## config.mk

```make
export PLATFORM = sky130hd
export DESIGN_NAME = fetch_decode_fsm
export DESIGN_NICKNAME = d
export VERILOG_FILES = /design/src/rtl/fetch_decode_fsm.sv
export SDC_FILE = /design/constraint.sdc
export NUM_CORES = 1
export LEC_CHECK = 0
export CORE_ASPECT_RATIO = 1.1
export CORE_MARGIN = 4
export CORE_UTILIZATION = 48
export DETAILED_ROUTE_END_ITERATION = 12
export HOLD_SLACK_MARGIN = 0.05
export PLACE_DENSITY = 0.8
export SLEW_MARGIN = 20
export SYNTH_ARGS = -nofsm -noshare
export SYNTH_HDL_FRONTEND = slang
export SYNTH_SLANG_ARGS = --single-unit
export TNS_END_PERCENT = 5
```

## constraint.sdc

```tcl
create_clock -name clk -period 2.3 [get_ports clk]
set_input_delay 0.345 -clock clk [delete_from_list [all_inputs] [get_ports clk]]
set_output_delay 0.345 -clock clk [all_outputs]
set_load 0.02 [all_outputs]
```

## src/rtl/fetch_decode_fsm.sv

```systemverilog
// fetch_decode_fsm: owns PC, fetches over mem_rd/mem_ready into IR, decodes and dispatches one-hot start to MOVI/MOV/ADD/SUB op FSMs, handles JMP/HALT/illegal
module fetch_decode_fsm #(
  parameter int PC_W    = 8,
  parameter int IW      = 16,
  parameter int NUM_OPS = 4
) (
  input  logic               clk,
  input  logic               rst,
  input  logic               run,
  output logic [PC_W-1:0]    mem_addr,
  output logic               mem_rd,
  input  logic               mem_ready,
  input  logic [IW-1:0]      mem_data,
  output logic               donefetch,
  output logic [NUM_OPS-1:0] start,
  output logic [5:0]         parameter1,
  output logic [5:0]         parameter2,
  input  logic [NUM_OPS-1:0] done,
  output logic [PC_W-1:0]    pc,
  output logic               halted,
  output logic               illegal
);
  typedef enum logic [2:0] {IDLE, FETCH, DECODE, EXEC, HALT} state_t;
  state_t state;
  logic [IW-1:0] ir;
  logic [3:0] opc;
  logic run_q;
  logic bad;
  assign opc = ir[15:12];
  assign mem_addr = pc;
  assign parameter1 = ir[11:6];
  assign parameter2 = ir[5:0];
  assign bad = !(mem_data[15:12] <= 4'h4 || mem_data[15:12] == 4'hf);
  always_ff @(posedge clk or posedge rst)
    if (rst) begin
      state <= IDLE;
      pc <= '0;
      ir <= '0;
      run_q <= 1'b0;
      mem_rd <= 1'b0;
      donefetch <= 1'b0;
      start <= '0;
      halted <= 1'b0;
      illegal <= 1'b0;
    end else begin
      run_q <= run;
      donefetch <= 1'b0;
      illegal <= 1'b0;
      case (state)
        IDLE:
          if (run) begin
            mem_rd <= 1'b1;
            state <= FETCH;
          end
        FETCH:
          if (mem_ready) begin
            ir <= mem_data;
            mem_rd <= 1'b0;
            donefetch <= 1'b1;
            illegal <= bad;
            state <= DECODE;
          end
        DECODE:
          if (opc < 4'h4) begin
            start <= NUM_OPS'(1) << opc[1:0];
            state <= EXEC;
          end else if (opc == 4'h4) begin
            pc <= ir[PC_W-1:0];
            mem_rd <= 1'b1;
            state <= FETCH;
          end else if (opc == 4'hf) begin
            halted <= 1'b1;
            state <= HALT;
          end else begin
            pc <= pc + PC_W'(1);
            mem_rd <= 1'b1;
            state <= FETCH;
          end
        EXEC:
          if (|(done & start)) begin
            start <= '0;
            pc <= pc + PC_W'(1);
            mem_rd <= 1'b1;
            state <= FETCH;
          end
        HALT:
          if (run && !run_q) begin
            halted <= 1'b0;
            pc <= pc + PC_W'(1);
            mem_rd <= 1'b1;
            state <= FETCH;
          end
        default: state <= IDLE;
      endcase
    end
endmodule

```

==> flow_summary.ini, run 1 <==
[outcome]
status = complete, no violations

[global_routing]
grt_pass1_vias = 1638
overflow = 0
grt_pass1_wl_um = 7940
grt_max_degree = 37
antenna_found_initial = 0
gr-usage-all-layers = 0.180

[detailed_routing]
wl_per_cell_um = 16.3
drtAntennaViolNets = 0
vias = 1677
dr.pass1.iters = 4
wl_um = 4810
viasPerCell = 5.68
drc_errors = 0
drt_iter0_drc = 144

[logic_synthesis]
yosys_warnings = 0
synth-main-ff-cell = dfrtp_1
yosysMostFrequentCell = dfrtp_1
syn_nets = 221
synth.top_cell.area_share = 0.420
synth_edf_count = 0
synth_commonest_cells = 36 x dfrtp_1, 21 x buf_4, 13 x mux2_2
synthTopCellsByArea = dfrtp_1 42%, buf_4 7.4%, mux2_2 6.8%
avgSynthCellArea_um2 = 10.9
ys_seq_area_frac = 0.420
ys_seq_elements = 36
yosysTopAreaCell = dfrtp_1
synthArstFlopShare = 1.00
syn-cell-area_um2 = 2140
netlist_instances = 196
ys_types = 53

[clock_network]
clockRootBuffer = clkbuf_8
cts_tree = yes
cts_hold_buf = 0
clk_pin_slew_worst_paths_ns = 0.08
clock_sinks = 36
postCtsSetupBuffers = 0
clk_path_buf_depth = 2
cts_made_buffers = 5
cts.repair.resized = 0
worstSkewPairLatency_ns = 0.30
cts_max_level = 2

[sta]
slew-limit-headroom = 0.691
final.period_utilization = 0.837
max_freq_mhz = 519
worst_pin_slew_ns = 0.463
fin_ws_ns = 0.374
clock_skew_ns = 0.00788
whs_ns = 0.449
setup_viol = 0
slew_violations = 0
finalHoldViolCount = 0
final.min_clock_period_ns = 1.93
rsz0062_at_grt = false
setup_tns_ns = 0

[finish]
multi_input_area_um2 = 1010
drive_gt1_frac = 0.174
final-seq-area_um2 = 901
nFillCells = 345
fin_nets = 265
syn_to_final_growth_pct = 27.4
n_antenna_cell = 0

[die]
start_util = 0.497
fp.coreArea_um2 = 4320
die_width_um = 71.7
dieArea_um2 = 5600
ioPinCount = 60
die_h_um = 78.1
num_rows = 25

[worst_setup_path]
rr_startpoint = state[0]
regToRegEndpoint = mem_addr[1]
path_class = reg -> reg
worstPathArrival_ns = 2.12
cp.required_ns = 2.49
cp_num_buf_inv = 0
critical-path-top-delay-family = simple AND/OR/NAND/NOR gates
slowest_stage = dfrtp_1
ff2ff_path_depth = 4
path_cells = or3b_4 > nand4_4 > mux2_1 > mux2_2
path_max_fanout = 15
worstSetupEndpointType = register
r2r_setup_slack_ns = 0.37
critical_path.max_stage_delay_ns = 0.51
crit_path_start_kind = register

[place]
io_buffers = 59
dpl_worst_slack_ns = 0.308
place_hpwl_um = 3580
place_congestion = 0.820

[pwr]
peakVddDrop_mv = 0.757
powerDensity_nw_per_um2 = 1370
p_leak_nw = 1.11

[hold_path]
hold_class = in -> async

[run]
max_cap_violations = 0
routing by layer:
layer,vias to the layer above,track usage,wire (um)
met4,0,0.0564,77
met5,-,0,0
met1,810,0.227,2030
met3,8,0.0423,274
li1,798,-,-
met2,61,0.303,2420
flip-flops by register name, summed over array words and instances, names as in the netlist:
signal,cells
donefetch,1
halted,1
illegal,1
ir,16
mem_addr,8
mem_rd,1
run_q,1
start,4
state,3
worst max-delay path by stage:
stage	startpoint	end	slack [ns]	cells after the start
final	state[0]	mem_addr[1]	0.37	4
after global routing	state[2]	mem_addr[1]	0.30	4
after CTS	state[0]	mem_addr[1]	0.38	4
after detailed placement	done[2]	mem_addr[1]	0.31	5
after global placement	done[2]	mem_addr[1]	0.34	5
after floorplan	state[0]	mem_addr[1]	0.62	4
area by class of cell:
type	count	area share
Inverter	6	0.00825
Sequential cell	36	0.330
Clock buffer	5	0.0252
Multi-Input combinational cell	126	0.370
Timing Repair Buffer	65	0.233
Clock inverter	3	0.00871
Tap cell	54	0.0247
cell families (layout without fill, tap and decap cells):
| group | after synthesis | count (layout) | synth area share |
|---|---|---|---|
| adders and majority gates | 1 | 1 | 0.00584 |
| buffers and inverters | 34 | 79 | 0.108 |
| DFF | 36 | 36 | 0.420 |
| muxes | 26 | 26 | 0.134 |
| and+or+nand+nor | 45 | 45 | 0.137 |
| AOI/OAI and AO/OA | 54 | 54 | 0.194 |
tightest hold or removal path, stage by stage:
cell and delay [ns]:
clkdlybuf4s50_1 0.39, inv_1 0.05, buf_4 0.40
per-stage QoR:
step	power (mW)	instances	util	instance area, um2
3_5_place_dp	3.30	287	0.611	2640
4_1_cts	3.77	295	0.632	2730
5_1_grt	3.99	295	0.632	2730
3_3_place_gp	3.25	287	0.611	2640
2_1_floorplan	2.72	196	-	2140
6_report	3.75	295	0.632	2730
power by group:
group	switching [mW]	internal [mW]	leakage, nW
logic	1.04	1.03	0.627
registers	0.324	0.897	0.440
clock network	0.248	0.214	0.0404
cells in the final DEF (no fill, tap or decap), drive strengths merged, types with 4 or more instances in the layout:
cell type,synthesis,final
inv,6,6
dfrtp,36,36
nor2b,5,5
a31oi,4,4
buf,25,6
clkdlybuf4s50,0,59
a22oi,6,6
nand3,5,5
nor2,7,7
clkbuf,3,5
nand4,4,4
mux2,22,22
mux2i,4,4
a21oi,10,10
and3,4,4
a22o,5,5
o21ai,9,9
nand2,9,9
Power figures use the tool's default switching activity.
==> run 2, diff against run 1 <==
Settings changed: CORE_UTILIZATION 48 to 43, PLACE_DENSITY 0.8 to 0.76.
Clock period 2.3 ns to 1.6 ns, I/O delays scaled along.
==> run 2 against run 1 <==
- largest cell class unchanged
- the run now ends with negative setup slack left
- first-iteration DRC count down 17%
- global-route usage up 0.24 points
- clock skew down 0.0038 ns
- combinational power up 74%
- die area up 10%
- largest power group unchanged
- utilization down 0.15 points
- non-clock buffer count up 27
- design area up 9.8%
- power up 57%
==> flow_summary.ini, run 2 (synthesis gave the netlist of run 1 again) <==
[pwr]
p_total_mw = 5.88
p_switching_mw = 2.43
p_leak_nw = 1.39
sw_frac_of_total = 0.412
p_seq_frac = 0.276
intPower_mw = 3.45
peakVddDrop_mv = 1.41
powerDensity_nw_per_um2 = 1960
p_comb_frac = 0.609
p_clk_frac = 0.115

[detailed_routing]
wl_per_cell_um = 15.9
vias = 1779
drc_errors = 0
drt_iter0_drc = 120
dr.pass1.iters = 4
drtAntennaViolNets = 0
wl_um = 5170
viasPerCell = 5.49

[finish]
finalNonFillerCells = 324
drive_gt1_frac = 0.291
n_antenna_cell = 0
largest_reg_flops = 16
layout.cells.most_common = clkdlybuf4s50_1
fin_nets = 292
syn_to_final_growth_pct = 39.8
final_cell_mix = 39 x clkdlybuf4s50_1, 35 x dfrtp_1, 31 x buf_4
largest_register = ir
utilization = 0.631

[sta]
final.period_utilization = 1.04
fin_ws_ns = -0.0629
rsz0062_at_grt = true
max_freq_mhz = 601
finalHoldViolCount = 0
final.min_clock_period_ns = 1.66
setup_viol = 13
clock_skew_ns = 0.00409
slew-limit-headroom = 0.795
slew_violations = 0
worst_pin_slew_ns = 0.307

[global_routing]
overflow = 0
grt_pass1_vias = 1843
gr-usage-all-layers = 0.183
grt_util_met2 = 0.294
grt_max_degree = 37
antenna_found_initial = 0
use_met3 = 0.0379
grt_pass1_wl_um = 8650
met1_usage = 0.231
top_usage_layer = met2

[die]
start_util = 0.451
ioPinCount = 60
die_h_um = 82.0
fp.coreArea_um2 = 4750
num_rows = 26
dieArea_um2 = 6180
die_width_um = 75.3

[clock_network]
clk_path_buf_depth = 2
clockRootBuffer = clkbuf_8
worstSkewPairLatency_ns = 0.28
cts_made_buffers = 5
cts_max_level = 2
clk_pin_slew_worst_paths_ns = 0.07
cts_tree = yes
cts_hold_buf = 0
clock_sinks = 36

[worst_setup_path]
path_max_fanout = 6
path_class = reg -> reg
crit_path_start_kind = register
cp.required_ns = 1.77
worstPathArrival_ns = 1.84
ff2ff_path_depth = 4
worstSetupEndpointType = register

[hold_path]
hold_class = in -> async

[run]
max_cap_violations = 0

[place]
io_buffers = 59
placed_cells = 316
place_congestion = 0.918
place_hpwl_um = 3850

[outcome]
violations = negative setup slack
status = complete, but fails checks
[run 2: cell count changes in the layout (fill, tap and decap cells not counted), sizes merged]
cell and delta:
clkinvlp -2, clkdlybuf4s50 -20, dlygate4sd2 +15, clkbuf +1, clkinv +1, dlymetal6s2s +5, buf +27
[run 2: path summary, 6_finish.rpt]
check / startpoint / endpoint / slack [ns]
worst max-delay path: state[0] / mem_addr[1] / -0.06
worst min-delay path: rst / ir[9] / 0.31
worst max register to register: state[0] / mem_addr[1] / -0.06
worst min register to register: ir[9] / ir[9] / 0.51
max in group asynchronous: rst / state[0] / 1.10
min in group clk: run / run_q / 0.44
[run 2: through the flow]
stage	hold slack [ns]	setup slack [ns]	instance area, um2	setup TNS [ns]
3_3_place_gp	0.489	-0.223	2870	-2.22
5_1_grt	0.318	-0.104	3000	-1.44
3_5_place_dp	0.500	-0.254	2870	-2.68
2_1_floorplan	0.271	-0.0230	2150	-0.0582
4_1_cts	0.314	-0.0603	2960	-0.190
6_report	0.307	-0.0629	3000	-0.200
[run 2: what timing repair did]
item                                    4_1_cts  5_1_grt
endpoints found under the setup margin       24       30
setup buffers                                 0        0
resized for setup                            17       12
[run 2: worst max-delay path: stages, from the launching register on]
cell and delay (ns):
dfrtp_2 0.44, or3b_4 0.40, nand4_4 0.13, mux2_4 0.31, mux2_4 0.26
[run 2: final cells by class]
type	count	area [um2]
timing repair buffer	92	857
sequential	36	902
multi-input combinational	126	1050
clock buffer	6	82.6
tap	56	70.1
clock inverter	2	10.0
fill	409	1750
inverter	6	22.5
[run 2: routing by layer]
layer / wire [um] / vias up
li1: - / 854
met1: 2230 / 870
met2: 2590 / 45
met3: 228 / 10
met4: 117 / 0
met5: 0 / -
[run 2: power by group through the flow]
stage,clock (mW),sequential [mW],combinational [mW]
after floorplan,0,1.76,2.17
final,0.674,1.63,3.58
after detailed placement,0,1.64,3.57
after CTS,0.697,1.62,3.53
after global placement,0,1.62,3.51
after global routing,0.734,1.69,3.86
==> run 3, diff against run 2 <==
Settings changed: ABC_CLOCK_PERIOD_IN_PS set to 1600, HOLD_SLACK_MARGIN 0.05 to not set, SKIP_LAST_GASP set to 1.
==> run 3 against run 2 <==
- worst setup slack got worse by 0.0082 ns
- sequential power hardly changed
- sequential share of layout area rose by 0.23 points
- fmax is 0.49% lower
- the flow still finishes with violations (negative setup slack)
- non-clock buffer count unchanged
- global-route usage decreased by 0.23 points
- worst hold slack got worse by 0.0050 ns
==> flow_summary.ini, run 3 (synthesis gave the netlist of run 1 again) <==
[outcome]
status = complete, but fails checks
violations = negative setup slack

[sta]
final.period_utilization = 1.04
setup_tns_ns = -0.533
finalHoldViolCount = 0
setup_viol = 21
fin_ws_ns = -0.0711
worst_pin_slew_ns = 0.307
clock_skew_ns = 0.00419
rsz0062_at_grt = true
whs_ns = 0.302
final.min_clock_period_ns = 1.67
slew_violations = 0
slew-limit-headroom = 0.795
max_freq_mhz = 598

[die]
dieArea_um2 = 6180
ioPinCount = 60
fp.coreArea_um2 = 4750
die_width_um = 75.3
start_util = 0.451
die_h_um = 82.0
num_rows = 26

[detailed_routing]
wl_per_cell_um = 15.6
viasPerCell = 5.44
wl_um = 5050
drc_errors = 0
dr.pass1.iters = 4
drtAntennaViolNets = 0
vias = 1763
drt_iter0_drc = 150

[finish]
design_area_um2 = 2970
utilization = 0.626
fin_nets = 292
largest_reg_flops = 16
syn_to_final_growth_pct = 38.8
largest_register = ir
drive_gt1_frac = 0.276
n_antenna_cell = 0
finalNonFillerCells = 324
final_cell_mix = 57 x clkdlybuf4s50_1, 35 x dfrtp_1, 31 x buf_4
layout.cells.most_common = clkdlybuf4s50_1

[place]
place_area_um2 = 2870
place_congestion = 0.918
placed_cells = 316
place_hpwl_um = 3850
io_buffers = 59
dpl_worst_slack_ns = -0.254

[global_routing]
grt_max_degree = 37
grt_pass1_vias = 1824
antenna_found_initial = 0
overflow = 0
use_met3 = 0.0355
gr-usage-all-layers = 0.180
grt_pass1_wl_um = 8580
met1_usage = 0.233
grt_util_met2 = 0.295
top_usage_layer = met2

[clock_network]
worstSkewPairLatency_ns = 0.28
clk_pin_slew_worst_paths_ns = 0.07
cts_made_buffers = 5
clk_path_buf_depth = 2
clockRootBuffer = clkbuf_8
cts_max_level = 2
clock_sinks = 36
cts_tree = yes

[worst_setup_path]
cp_num_buf_inv = 2
path_cells = buf_4 > clkdlybuf4s50_1
r2r_setup_slack_ns = -0.06
path_max_fanout = 8
cp.required_ns = 1.36
worstSetupEndpointType = primary output
path_class = reg -> out
crit_path_start_kind = register
critical_path.max_stage_delay_ns = 0.61
worstPathArrival_ns = 1.43
critical-path-top-delay-family = buffers and inverters
slowest_stage = clkdlybuf4s50_1

[pwr]
p_clk_frac = 0.115
p_total_mw = 5.86
peakVddDrop_mv = 1.37
p_switching_mw = 2.39
sw_frac_of_total = 0.407
p_seq_frac = 0.277
p_comb_frac = 0.608
p_leak_nw = 1.27
powerDensity_nw_per_um2 = 1970
intPower_mw = 3.48

[hold_path]
hold_class = in -> async

[run]
max_cap_violations = 0
==> run 3: changes by cell type in the layout (fill, tap and decap cells not counted), moves of 3 or more <==
cell	previous run	this run
clkdlybuf4s50_1	39	57
mux2_1	4	7
dlymetal6s2s_1	5	1
dlygate4sd2_1	15	1
mux2_4	6	2
==> run 3: layout make-up <==
class	instances	area [um2]
Multi-Input combinational cell	126	1020
Fill cell	418	1780
Timing Repair Buffer	92	865
Clock inverter	2	10.0
Inverter	6	22.5
Tap cell	56	70.1
Clock buffer	6	82.6
Sequential cell	36	902
==> run 3: final timing paths <==
path | from | endpoint | depth (start not counted)
hold reg to reg | ir[9] | ir[9] | 1
setup reg to reg | state[0] | mem_addr[1] | 4
hold / removal | rst | ir[0] | 3
setup / recovery | mem_addr[0] | mem_addr[0] | 2
max in group asynchronous | rst | state[0] | 3
min in group clk | run | run_q | 1
==> run 3: timing repair <==
action                     CTS  global route
setup buffers                0             0
hold endpoints to repair     0             0
setup endpoints to repair   24            46
hold buffers                 0             0
gates resized for setup      1             4
==> run 3: power by group through the flow <==
stage / logic, mW / clock network, mW / registers, mW
finish: 3.56 / 0.675 / 1.62
global route: 3.85 / 0.734 / 1.69
global placement: 3.51 / 0 / 1.62
floorplan: 2.17 / 0 / 1.76
CTS: 3.58 / 0.697 / 1.62
detailed placement: 3.57 / 0 / 1.64
==> run 3: tightest hold or removal path: stages <==
cell and delay, ns:
clkdlybuf4s50_1 0.39, inv_1 0.09, buf_12 0.23
==> run 3: per-layer routing <==
metal  up-vias  wire length (um)
li1        855                 -
met1       864              2200
met2        40              2570
met3         4               224
met4         0                59
met5         -                 0
